**config.mk**
```make
export PLATFORM = sky130hd
export DESIGN_NAME = ahb_sram_slave
export DESIGN_NICKNAME = d
export VERILOG_FILES = /design/src/rtl/ahb_pkg.sv /design/src/rtl/ahb_sram_mem.sv /design/src/rtl/ahb_sram_slave.sv
export SDC_FILE = /design/constraint.sdc
export NUM_CORES = 1
export LEC_CHECK = 0
export ABC_AREA = 1
export ABC_CLOCK_PERIOD_IN_PS = 2800
export CAP_MARGIN = 20
export CELL_PAD_IN_SITES_DETAIL_PLACEMENT = 0
export CELL_PAD_IN_SITES_GLOBAL_PLACEMENT = 1
export CORE_MARGIN = 4
export CORE_UTILIZATION = 44
export DETAILED_ROUTE_END_ITERATION = 8
export GPL_TIMING_DRIVEN = 0
export PLACE_DENSITY_LB_ADDON = 0.1
export SYNTH_ARGS = -nofsm -noshare
export SYNTH_HDL_FRONTEND = slang
export SYNTH_SLANG_ARGS = --single-unit
```
**constraint.sdc**
```tcl
create_clock -name hclk -period 2.8 [get_ports hclk]
set_clock_uncertainty 0.1 [all_clocks]
set_input_delay 0.28 -clock hclk [delete_from_list [all_inputs] [get_ports hclk]]
set_output_delay 0.28 -clock hclk [all_outputs]
set_load 0.1 [all_outputs]
```
**src/rtl/ahb_pkg.sv**
```systemverilog
// Shared AHB-Lite encodings, the SRAM slave state enumeration and a byte-lane helper.
package ahb_pkg;

    localparam logic [1:0] HTRANS_IDLE   = 2'b00;
    localparam logic [1:0] HTRANS_BUSY   = 2'b01;
    localparam logic [1:0] HTRANS_NONSEQ = 2'b10;
    localparam logic [1:0] HTRANS_SEQ    = 2'b11;

    localparam logic [2:0] HSIZE_BYTE  = 3'b000;
    localparam logic [2:0] HSIZE_HALF  = 3'b001;
    localparam logic [2:0] HSIZE_WORD  = 3'b010;
    localparam logic [2:0] HSIZE_DWORD = 3'b011;

    localparam logic HRESP_OKAY  = 1'b0;
    localparam logic HRESP_ERROR = 1'b1;

    typedef enum logic [2:0] {
        ST_IDLE,
        ST_WAIT,
        ST_DATA,
        ST_ERR1,
        ST_ERR2
    } state_e;

    // Little-endian lanes [off, off + 2**size) of an 8-lane bus; callers slice to their width.
    function automatic logic [7:0] lane_mask(input logic [2:0] off, input logic [2:0] size);
        logic [7:0] m;
        for (int b = 0; b < 8; b++) begin
            m[b] = (4'(b) >= {1'b0, off}) && (4'(b) < ({1'b0, off} + (4'd1 << size)));
        end
        return m;
    endfunction

endpackage

```
**src/rtl/ahb_sram_mem.sv**
```systemverilog
// Byte-enabled SRAM array: one synchronous write port, one asynchronous read port.
module ahb_sram_mem #(
    parameter int DATA_W = 32,
    parameter int DEPTH  = 32
) (
    input  logic                       clk_i,
    input  logic                       we_i,
    input  logic [$clog2(DEPTH)-1:0]   widx_i,
    input  logic [DATA_W/8-1:0]        be_i,
    input  logic [DATA_W-1:0]          wdata_i,
    input  logic [$clog2(DEPTH)-1:0]   ridx_i,
    output logic [DATA_W-1:0]          rdata_o
);

    typedef logic [DATA_W-1:0] mem_t [DEPTH];

    // Word i powers up holding i so simulation starts from a known image.
    function automatic mem_t mem_init();
        mem_t m;
        for (int i = 0; i < DEPTH; i++) begin
            m[i] = DATA_W'(i);
        end
        return m;
    endfunction

    mem_t mem_q = mem_init();

    always_ff @(posedge clk_i) begin
        if (we_i) begin
            for (int b = 0; b < DATA_W/8; b++) begin
                if (be_i[b]) begin
                    mem_q[widx_i][b*8 +: 8] <= wdata_i[b*8 +: 8];
                end
            end
        end
    end

    assign rdata_o = mem_q[ridx_i];

endmodule

```
**src/rtl/ahb_sram_slave.sv**
```systemverilog
// AHB-Lite SRAM slave: pipelined single beats, programmable wait states, two-cycle ERROR
// for out-of-range, oversized or misaligned accesses.
module ahb_sram_slave
    import ahb_pkg::*;
#(
    parameter int ADDR_W      = 32,
    parameter int DATA_W      = 32,
    parameter int DEPTH       = 32,
    parameter int WAIT_STATES = 0
) (
    input  logic              hclk,
    input  logic              hresetn,
    input  logic              hsel,
    input  logic [ADDR_W-1:0] haddr,
    input  logic              hwrite,
    input  logic [2:0]        hsize,
    input  logic [2:0]        hburst,
    input  logic [3:0]        hprot,
    input  logic [1:0]        htrans,
    input  logic              hmastlock,
    input  logic              hready,
    input  logic [DATA_W-1:0] hwdata,
    output logic              hreadyout,
    output logic              hresp,
    output logic [DATA_W-1:0] hrdata
);

    localparam int         BYTES    = DATA_W / 8;
    localparam int         OFF_W    = $clog2(BYTES);
    localparam int         IDX_W    = $clog2(DEPTH);
    localparam int         AL_W     = OFF_W + IDX_W;
    localparam logic [2:0] MAX_SIZE = 3'(OFF_W);

    state_e              state_q, state_d;
    logic [2:0]          cnt_q, cnt_d;
    logic [AL_W-1:0]     addr_q, addr_d;
    logic                wr_q, wr_d;
    logic [2:0]          size_q, size_d;
    logic                hreadyout_q, hreadyout_d;
    logic                hresp_q, hresp_d;
    logic [DATA_W-1:0]   hrdata_q, hrdata_d;

    logic                accept, illegal;
    logic                range_bad, size_bad, align_bad;
    logic [7:0]          size_mask, lane_m;
    logic                mem_we;
    logic [BYTES-1:0]    mem_be;
    logic [IDX_W-1:0]    widx, ridx;
    logic [DATA_W-1:0]   mem_rdata, rd_word;
    logic                unused_inputs;

    // hready is low throughout WAIT and ERR1, so those states never see an accept.
    assign accept = hsel && hready
                 && (htrans == HTRANS_NONSEQ || htrans == HTRANS_SEQ)
                 && (state_q inside {ST_IDLE, ST_DATA, ST_ERR2});

    assign size_mask = 8'((9'd1 << hsize) - 9'd1);
    assign range_bad = (haddr >> OFF_W) >= ADDR_W'(DEPTH);
    assign size_bad  = hsize > MAX_SIZE;
    assign align_bad = (8'(haddr[OFF_W-1:0]) & size_mask) != 8'd0;
    assign illegal   = range_bad || size_bad || align_bad;

    assign lane_m = lane_mask(3'(addr_q[OFF_W-1:0]), size_q);
    assign mem_be = lane_m[BYTES-1:0];
    assign mem_we = (state_q == ST_DATA) && wr_q;
    assign widx   = addr_q[OFF_W +: IDX_W];
    assign ridx   = accept ? haddr[OFF_W +: IDX_W] : addr_q[OFF_W +: IDX_W];

    ahb_sram_mem #(
        .DATA_W (DATA_W),
        .DEPTH  (DEPTH)
    ) u_mem (
        .clk_i   (hclk),
        .we_i    (mem_we),
        .widx_i  (widx),
        .be_i    (mem_be),
        .wdata_i (hwdata),
        .ridx_i  (ridx),
        .rdata_o (mem_rdata)
    );

    // A read pipelined right behind a write to the same word sees the bytes committing now.
    always_comb begin
        rd_word = mem_rdata;
        for (int b = 0; b < BYTES; b++) begin
            if (mem_we && (widx == ridx) && mem_be[b]) begin
                rd_word[b*8 +: 8] = hwdata[b*8 +: 8];
            end
        end
    end

    always_comb begin
        state_d = state_q;
        cnt_d   = cnt_q;
        addr_d  = addr_q;
        wr_d    = wr_q;
        size_d  = size_q;

        case (state_q)
            ST_WAIT: begin
                if (cnt_q <= 3'd1) begin
                    state_d = ST_DATA;
                    cnt_d   = 3'd0;
                end else begin
                    cnt_d = cnt_q - 3'd1;
                end
            end
            ST_ERR1: state_d = ST_ERR2;
            default: state_d = ST_IDLE;
        endcase

        if (accept) begin
            addr_d = haddr[AL_W-1:0];
            wr_d   = hwrite;
            size_d = hsize;
            if (illegal) begin
                state_d = ST_ERR1;
            end else if (WAIT_STATES > 0) begin
                state_d = ST_WAIT;
                cnt_d   = 3'(WAIT_STATES);
            end else begin
                state_d = ST_DATA;
            end
        end

        hreadyout_d = !(state_d inside {ST_WAIT, ST_ERR1});
        hresp_d     = (state_d inside {ST_ERR1, ST_ERR2}) ? HRESP_ERROR : HRESP_OKAY;
        hrdata_d    = (state_d == ST_DATA && !wr_d) ? rd_word : hrdata_q;
    end

    always_ff @(posedge hclk or negedge hresetn) begin
        if (!hresetn) begin
            state_q     <= ST_IDLE;
            cnt_q       <= 3'd0;
            addr_q      <= '0;
            wr_q        <= 1'b0;
            size_q      <= HSIZE_BYTE;
            hreadyout_q <= 1'b1;
            hresp_q     <= HRESP_OKAY;
            hrdata_q    <= '0;
        end else begin
            state_q     <= state_d;
            cnt_q       <= cnt_d;
            addr_q      <= addr_d;
            wr_q        <= wr_d;
            size_q      <= size_d;
            hreadyout_q <= hreadyout_d;
            hresp_q     <= hresp_d;
            hrdata_q    <= hrdata_d;
        end
    end

    assign hreadyout = hreadyout_q;
    assign hresp     = hresp_q;
    assign hrdata    = hrdata_q;

    // Burst type, protection and lock have no effect on a single-port SRAM.
    assign unused_inputs = ^{hburst, hprot, hmastlock, lane_m};

endmodule

```
* After elaboration in Yosys (flattened, before gate mapping)
Memory sizes are Yosys's and may differ from the RTL's. A register that Yosys moved wholly into a read port is not among the register bits.
Index checks and enable logic that the tools add are counted.
** Operators by class
- Multiplexer cells :: 20
- Add/subtract/negate cells :: 3
- Shift operators :: 2
- Equal/unequal tests :: 10
- Bitwise operators :: 1
- Reduce and logical (&&, ||, !) cells :: 19
- $lt $le $gt $ge :: 10
** Operators with widths (count)
- 30-bit by 6-bit >= comparator with 1-bit output, second input constant :: 1
- 1-bit 2-to-1 mux :: 15
- 3-bit by 2-bit equality test with 1-bit output, second input constant :: 4
- 3-bit 2-to-1 mux :: 3
- 2-bit by 8-bit bitwise AND with 8-bit output :: 1
- 1-bit logical AND :: 8
- 1-bit by 4-bit less-than comparator with 1-bit output, first input constant :: 2
- 2-bit by 4-bit less-than comparator with 1-bit output, first input constant :: 2
- 8-bit nonzero test :: 1
- 1-bit by 3-bit << shifter with 8-bit output, first input constant :: 1
- 8-bit by 1-bit subtractor with 8-bit output, second input constant :: 1
- 3-bit by 1-bit equality test with 1-bit output, second input constant :: 2
- 3-bit equality test, second input constant :: 2
- 3-bit case mux with 2 select lines :: 1
- 5-bit 2-to-1 mux :: 1
- 2-bit by 4-bit adder with 4-bit output :: 1
- 2-bit equality test, second input constant :: 2
- 1-bit by 2-bit >= comparator with 1-bit output, first input constant :: 2
- 2-bit nonzero test :: 2
- 1-bit by 3-bit << shifter with 4-bit output, first input constant :: 1
- 3-bit by 2-bit > comparator with 1-bit output, second input constant :: 1
- 3-bit by 1-bit <= comparator with 1-bit output, second input constant :: 1
- 1-bit logical NOT :: 3
- 3-bit logical NOT :: 1
- other kinds (4) :: 6
** Storage, ports and cells
- Bits in registers :: 19
- Input bits :: 82
- Output and inout port bits :: 34
- Memory bits (writable) :: 1024
- Memories :: 1
- Logic and storage cells :: 73
** Memory list
- u_mem.mem_q :: words 32, width 32, rd ports 1, clocked after memory_dff 1, wr ports 1, line ahb_sram_mem.sv:26 : mem_t mem_q = mem_init();

* Longest topological paths before layout
- Word-level depth :: 10
- Mapped depth :: 15
- Depth with buffers taken out :: 14

* Cells and area by module
A second synthesis with hierarchy kept.
** Second synthesis, totals
- Cell total of the unflattened synthesis :: 4091
- Area total of the unflattened synthesis :: 45339.7 sq um
** Modules (own cells, without submodules)
- ahb_sram_mem :: times used 1, area an instance 42255.5 sq um, seq. area each 30749.5 sq um, cells each 3649
- ahb_sram_slave :: times used 1, area an instance 3084.2 sq um, seq. area each 1277.5 sq um, cells each 442

* Worst setup path before layout
No wires, ideal clock.
- Path kind :: register -> register
- Start point :: reg size_q[1]
- End point :: mem u_mem.mem_q[10][10] (netlist bit) (enable)
- Stages on the path, launching flop included :: 12
- Data arrival time :: 2.372 ns
- Required time :: 2.330 ns
- Path buffers :: 1
- Path slack :: -0.042 ns
- Period minus slack after synthesis :: 2.842 ns
- Setup time :: 0.370 ns
- Path through :: dfrtp_1 > nor3_1 > ha_1 > fa_1 > inv_1 > nor3_1 > nand2_1 > a21oi_1 > nor2_1 > inv_1 > clkbuf_1 > nor2_1
** On the way
- Longest elaborated chain between the ends :: 7
** RTL lines
- start, declared :: line ahb_sram_slave.sv:38 : logic [2:0] size_q, size_d;
- start signal, assigned :: line ahb_sram_slave.sv:146 : size_q <= size_d;
- 1-bit by 3-bit << shifter with 4-bit output
- 2-bit by 4-bit adder with 4-bit output
- 1-bit by 4-bit less-than comparator with 1-bit output :: line ahb_pkg.sv:29 : m[b] = (4'(b) >= {1'b0, off}) && (4'(b) < ({1'b0, off} + (4'd1 << size)));
- 1-bit logical AND :: line ahb_pkg.sv:29
- 1-bit 2-to-1 mux :: line ahb_sram_mem.sv:31 : if (be_i[b]) begin
- 1-bit 2-to-1 mux :: line ahb_sram_mem.sv:29 : if (we_i) begin
- 1-bit 2-to-1 mux (not written as such) :: line ahb_sram_mem.sv:32 : mem_q[widx_i][b*8 +: 8] <= wdata_i[b*8 +: 8];
- end, declared :: line ahb_sram_mem.sv:26
Every way passes these cells.

* Final worst setup path
- Start point :: reg addr_q[4]
- End point :: mem u_mem.mem_q[14][2] (netlist bit) (enable)
** RTL lines
- start, declared :: line ahb_sram_slave.sv:36 : logic [AL_W-1:0] addr_q, addr_d;
- start signal, assigned :: line ahb_sram_slave.sv:144 : addr_q <= addr_d;
Straight into the memory's write port.

==> impl_metrics.csv <==
group,metric,value,unit
route,dr_total_vias,36000,
sta,fin_crit,2.94,ns
logic_synthesis,share_of_the_synthesized_area_in_the_top_cell_type,63.7,%
pwr,power.density_cell_area,862,mW/mm^2
logic_synthesis,netlist_top_cells_area,"sky130_fd_sc_hd__edfxtp_1, sky130_fd_sc_hd__nand3_1, sky130_fd_sc_hd__inv_1",
logic_synthesis,synth_top_flop_cell,"sky130_fd_sc_hd__edfxtp_1",
status,outcome,"finished, violations left",
setup_path,endpoint_kind,"register",
clocking,worst_setup_hold_path_clk_slew,0.06,ns
route,drt_pre_antenna_iters,8,
sta,timing_hold_violations_final,0,
route,remaining_antenna_violation_count_after_routing,0,
clocking,htree_num_levels,3,
global_routing,pin_count_of_the_biggest_net_entering_global_routing,52,
sta,finalSetupViolCount,221,
setup_path,critPathBufInv,2,
sta,drv_slew,0,
die,io-pin-count,116,
clocking,cts_num_sinks,1075,
pwr,ir_worst_vdd,0.685,mV
sta,max_slew.worst_pin.slew,1.07,ns
route,routedWlPerCell,25.3,um
cells_and_area,nFillCells,9522,
route,number_of_remaining_drc_errors,0,
logic_synthesis,synth_cell_types,31,
cells_and_area,finalCoreUtilization,55.2,%
logic_synthesis,yosysWarningCount,0,
logic_synthesis,post-synth-top-count-cell,"sky130_fd_sc_hd__nand3_1",
placed_design,globalplace.congestion,0.916,
logic_synthesis,avgSynthCellArea,9.86,um^2
die,rows,121,
clocking,worstSkewPairLatency,0.72,ns
die,fp.dieArea,0.115,mm^2
logic_synthesis,synth.cell_area,0.0483,mm^2
clocking,cts_made_buffers,116,
logic_synthesis,synth.cells.most_frequent,"sky130_fd_sc_hd__nand3_1, sky130_fd_sc_hd__inv_1, sky130_fd_sc_hd__nand2_1",
die,die_h,339,um
logic_synthesis,post-synth-top-area-cell,"sky130_fd_sc_hd__edfxtp_1",
status,violations,"negative setup slack",
logic_synthesis,synth_edf_count,1024,
global_routing,gr-usage-all-layers,29.1,%
die,area_of_the_placeable_core,0.109,mm^2
sta,timing.hold.ws,0.0722,ns
pwr,p_leak,25.8,nW
sta,post-route-worst-setup-slack,-0.142,ns
min_path,hp-class,"in -> reg",
sta,clock.fmax,0.340,GHz
setup_path,worstPathMaxFanout,8,
placed_design,hpwlAfterDp,120000,um
placed_design,post-place-cells,6451,
global_routing,grt_first_pass_wirelength,240000,um
logic_synthesis,synth_nets,4985,
placed_design,io_buffers,106,
sta,tightest_slew_margin_relative_to_the_limit,28.4,%
logic_synthesis,synth_async_sr_flop_share,4.74,%
route,routed_via_density,5.27,
clocking,cts_max_path_buffers,3,
global_routing,via_count_of_the_first_global_routing_pass,33600,
logic_synthesis,synth_seq_area_share,66.3,%
setup_path,critPathSlowestCell,"sky130_fd_sc_hd__nor3_2",
cells_and_area,fin_cells,6828,
setup_path,worst-setup-path-type,"reg -> reg",
cells_and_area,nets,5396,
clocking,clock-root-buffer,"sky130_fd_sc_hd__clkbuf_16",
cells_and_area,synthToLayoutAreaGrowth,24.5,%
clocking,clock_tree_from_tritoncts,"yes",
global_routing,antenna_found_initial,2,
setup_path,critical-path-top-delay-family,"simple AND/OR/NAND/NOR gates",
cells_and_area,layout-drive-gt1-share,16.0,%
sta,min_period_over_period,105,%
route,drt_iter0_drc,3735,
die,dieWidth,339,um
job,maxCapViolations,0,
global_routing,grt_overflow,0,
setup_path,startpoint_type,"register",
setup_path,critical_path_arrival,3.22,ns
sta,rsz0062_at_grt,"yes",
logic_synthesis,postSynthCellCount,4898,
die,start_util,44.4,%
setup_path,worstPathRequired,3.08,ns
setup_path,max_stage_delay,0.52,ns
setup_path,cp_cell_sequence,"clkbuf_1 -> inv_1 -> nor3_2 -> nand2_1 -> nor2_4",
route,routed_wl,172000,um
logic_synthesis,postSynthRegisterBits,1075,
pwr,fin_total_pwr,0.0518,W
report_power, final:
group | switching, W | total, W | internal [W] | leakage [nW]
Combinational | 0.0133 | 0.0184 | 0.00518 | 14.2
Clock | 0.00648 | 0.0150 | 0.00855 | 1.83
Sequential | 0.000382 | 0.0184 | 0.0180 | 9.77
registers in the layout, summed over array words and instances (netlist names):
signal and cells:
addr_q 7, hreadyout 1, state_q 3, cnt_q 3, hrdata 32, size_q 3, hresp 1, wr_q 1
u_mem.mem_q 1024
per-layer routing:
| layer | global-route usage, % | vias up | part of all wire, % |
|---|---|---|---|
| met5 | 0 | - | 0.016 |
| met4 | 10.7 | 4 | 4.3 |
| met3 | 5.26 | 387 | 8.4 |
| met2 | 47.9 | 1579 | 47 |
| met1 | 38.7 | 17300 | 40 |
| li1 | - | 16700 | - |
logic make-up after synthesis:
group	after synthesis	synth area share, %
fa+ha+maj	5	0.145
compound gates	62	0.692
xor+xnor	2	0.0363
buf+inv	1359	11.0
simple gates	2395	21.8
flops	1075	66.3
cell type report:
cell class,count,area (um^2),area share [%]
buffer,262,2170,3.60
tap,1414,1770,2.94
clock buffer,140,3090,5.13
sequential,1075,32000,53.3
multi-input combinational,2465,12500,20.8
clock inverter,81,621,1.03
inverter,1096,4130,6.88
antenna,2,5.00,0.00833
timing repair buffer,293,3810,6.34
timing repair:
item / 4_1_cts / 5_1_grt
pin swaps: 71 / 39
resized for setup: 595 / 236
cloned: 3 / 8
hold buffers: 1 / 0
buffers inserted: 97 / 55
hold endpoints to repair: 51 / 0
setup endpoints to repair: 1062 / 1024
worst reg2reg max path, cell delays in order, from the launching register on:
cell                       delay (ns)
sky130_fd_sc_hd__dfrtp_1         0.32
sky130_fd_sc_hd__clkbuf_1        0.45
sky130_fd_sc_hd__inv_1           0.31
sky130_fd_sc_hd__nor3_2          0.52
sky130_fd_sc_hd__nand2_1         0.45
sky130_fd_sc_hd__nor2_4          0.44
stage by stage:
| stage | area, um^2 | TNS, ns | worst slack, ns |
|---|---|---|---|
| floorplan | 48300 | -15.18 | -0.0417 |
| global placement | 51100 | -1227.80 | -2.02 |
| detailed placement | 51500 | -962.34 | -1.66 |
| CTS | 58600 | -4.98 | -0.162 |
| global route | 60100 | -38.37 | -0.182 |
| finish | 60100 | -8.47 | -0.142 |
final timing paths:
kind | end | slack [ns] | depth (start not counted) | start
worst max-delay path | u_mem.mem_q[14][2] | -0.14 | 5 | addr_q[4]
worst min register to register | cnt_q[0] | 0.43 | 1 | cnt_q[0]
worst max register to register | u_mem.mem_q[14][2] | -0.14 | 5 | addr_q[4]
max in group asynchronous | state_q[0] | 1.93 | 2 | hresetn
worst min-delay path | addr_q[1] | 0.07 | 3 | haddr[1]
min in group asynchronous | size_q[2] | 0.08 | 2 | hresetn
placed cells by master, fill, tap and decap left out, types with 10 or more instances in the layout:
cell and n:
sky130_fd_sc_hd__clkbuf_2 36, sky130_fd_sc_hd__clkinv_2 33, sky130_fd_sc_hd__clkdlybuf4s50_1 83, sky130_fd_sc_hd__clkbuf_16 130, sky130_fd_sc_hd__nand2_1 1017, sky130_fd_sc_hd__buf_4 121
sky130_fd_sc_hd__dfrtp_1 47, sky130_fd_sc_hd__clkbuf_4 36, sky130_fd_sc_hd__buf_8 33, sky130_fd_sc_hd__clkinvlp_4 10, sky130_fd_sc_hd__edfxtp_1 1024, sky130_fd_sc_hd__nand3_2 58
sky130_fd_sc_hd__buf_2 59, sky130_fd_sc_hd__buf_6 45, sky130_fd_sc_hd__clkbuf_1 38, sky130_fd_sc_hd__nand2_2 10, sky130_fd_sc_hd__inv_1 1089, sky130_fd_sc_hd__nand3_1 1131
sky130_fd_sc_hd__a21oi_1 36, sky130_fd_sc_hd__o21ai_0 16, sky130_fd_sc_hd__buf_12 90, sky130_fd_sc_hd__nor2_1 16, sky130_fd_sc_hd__nor2_4 130, sky130_fd_sc_hd__clkbuf_8 11
sky130_fd_sc_hd__clkinv_1 27
Power figures use the tool's default switching activity.
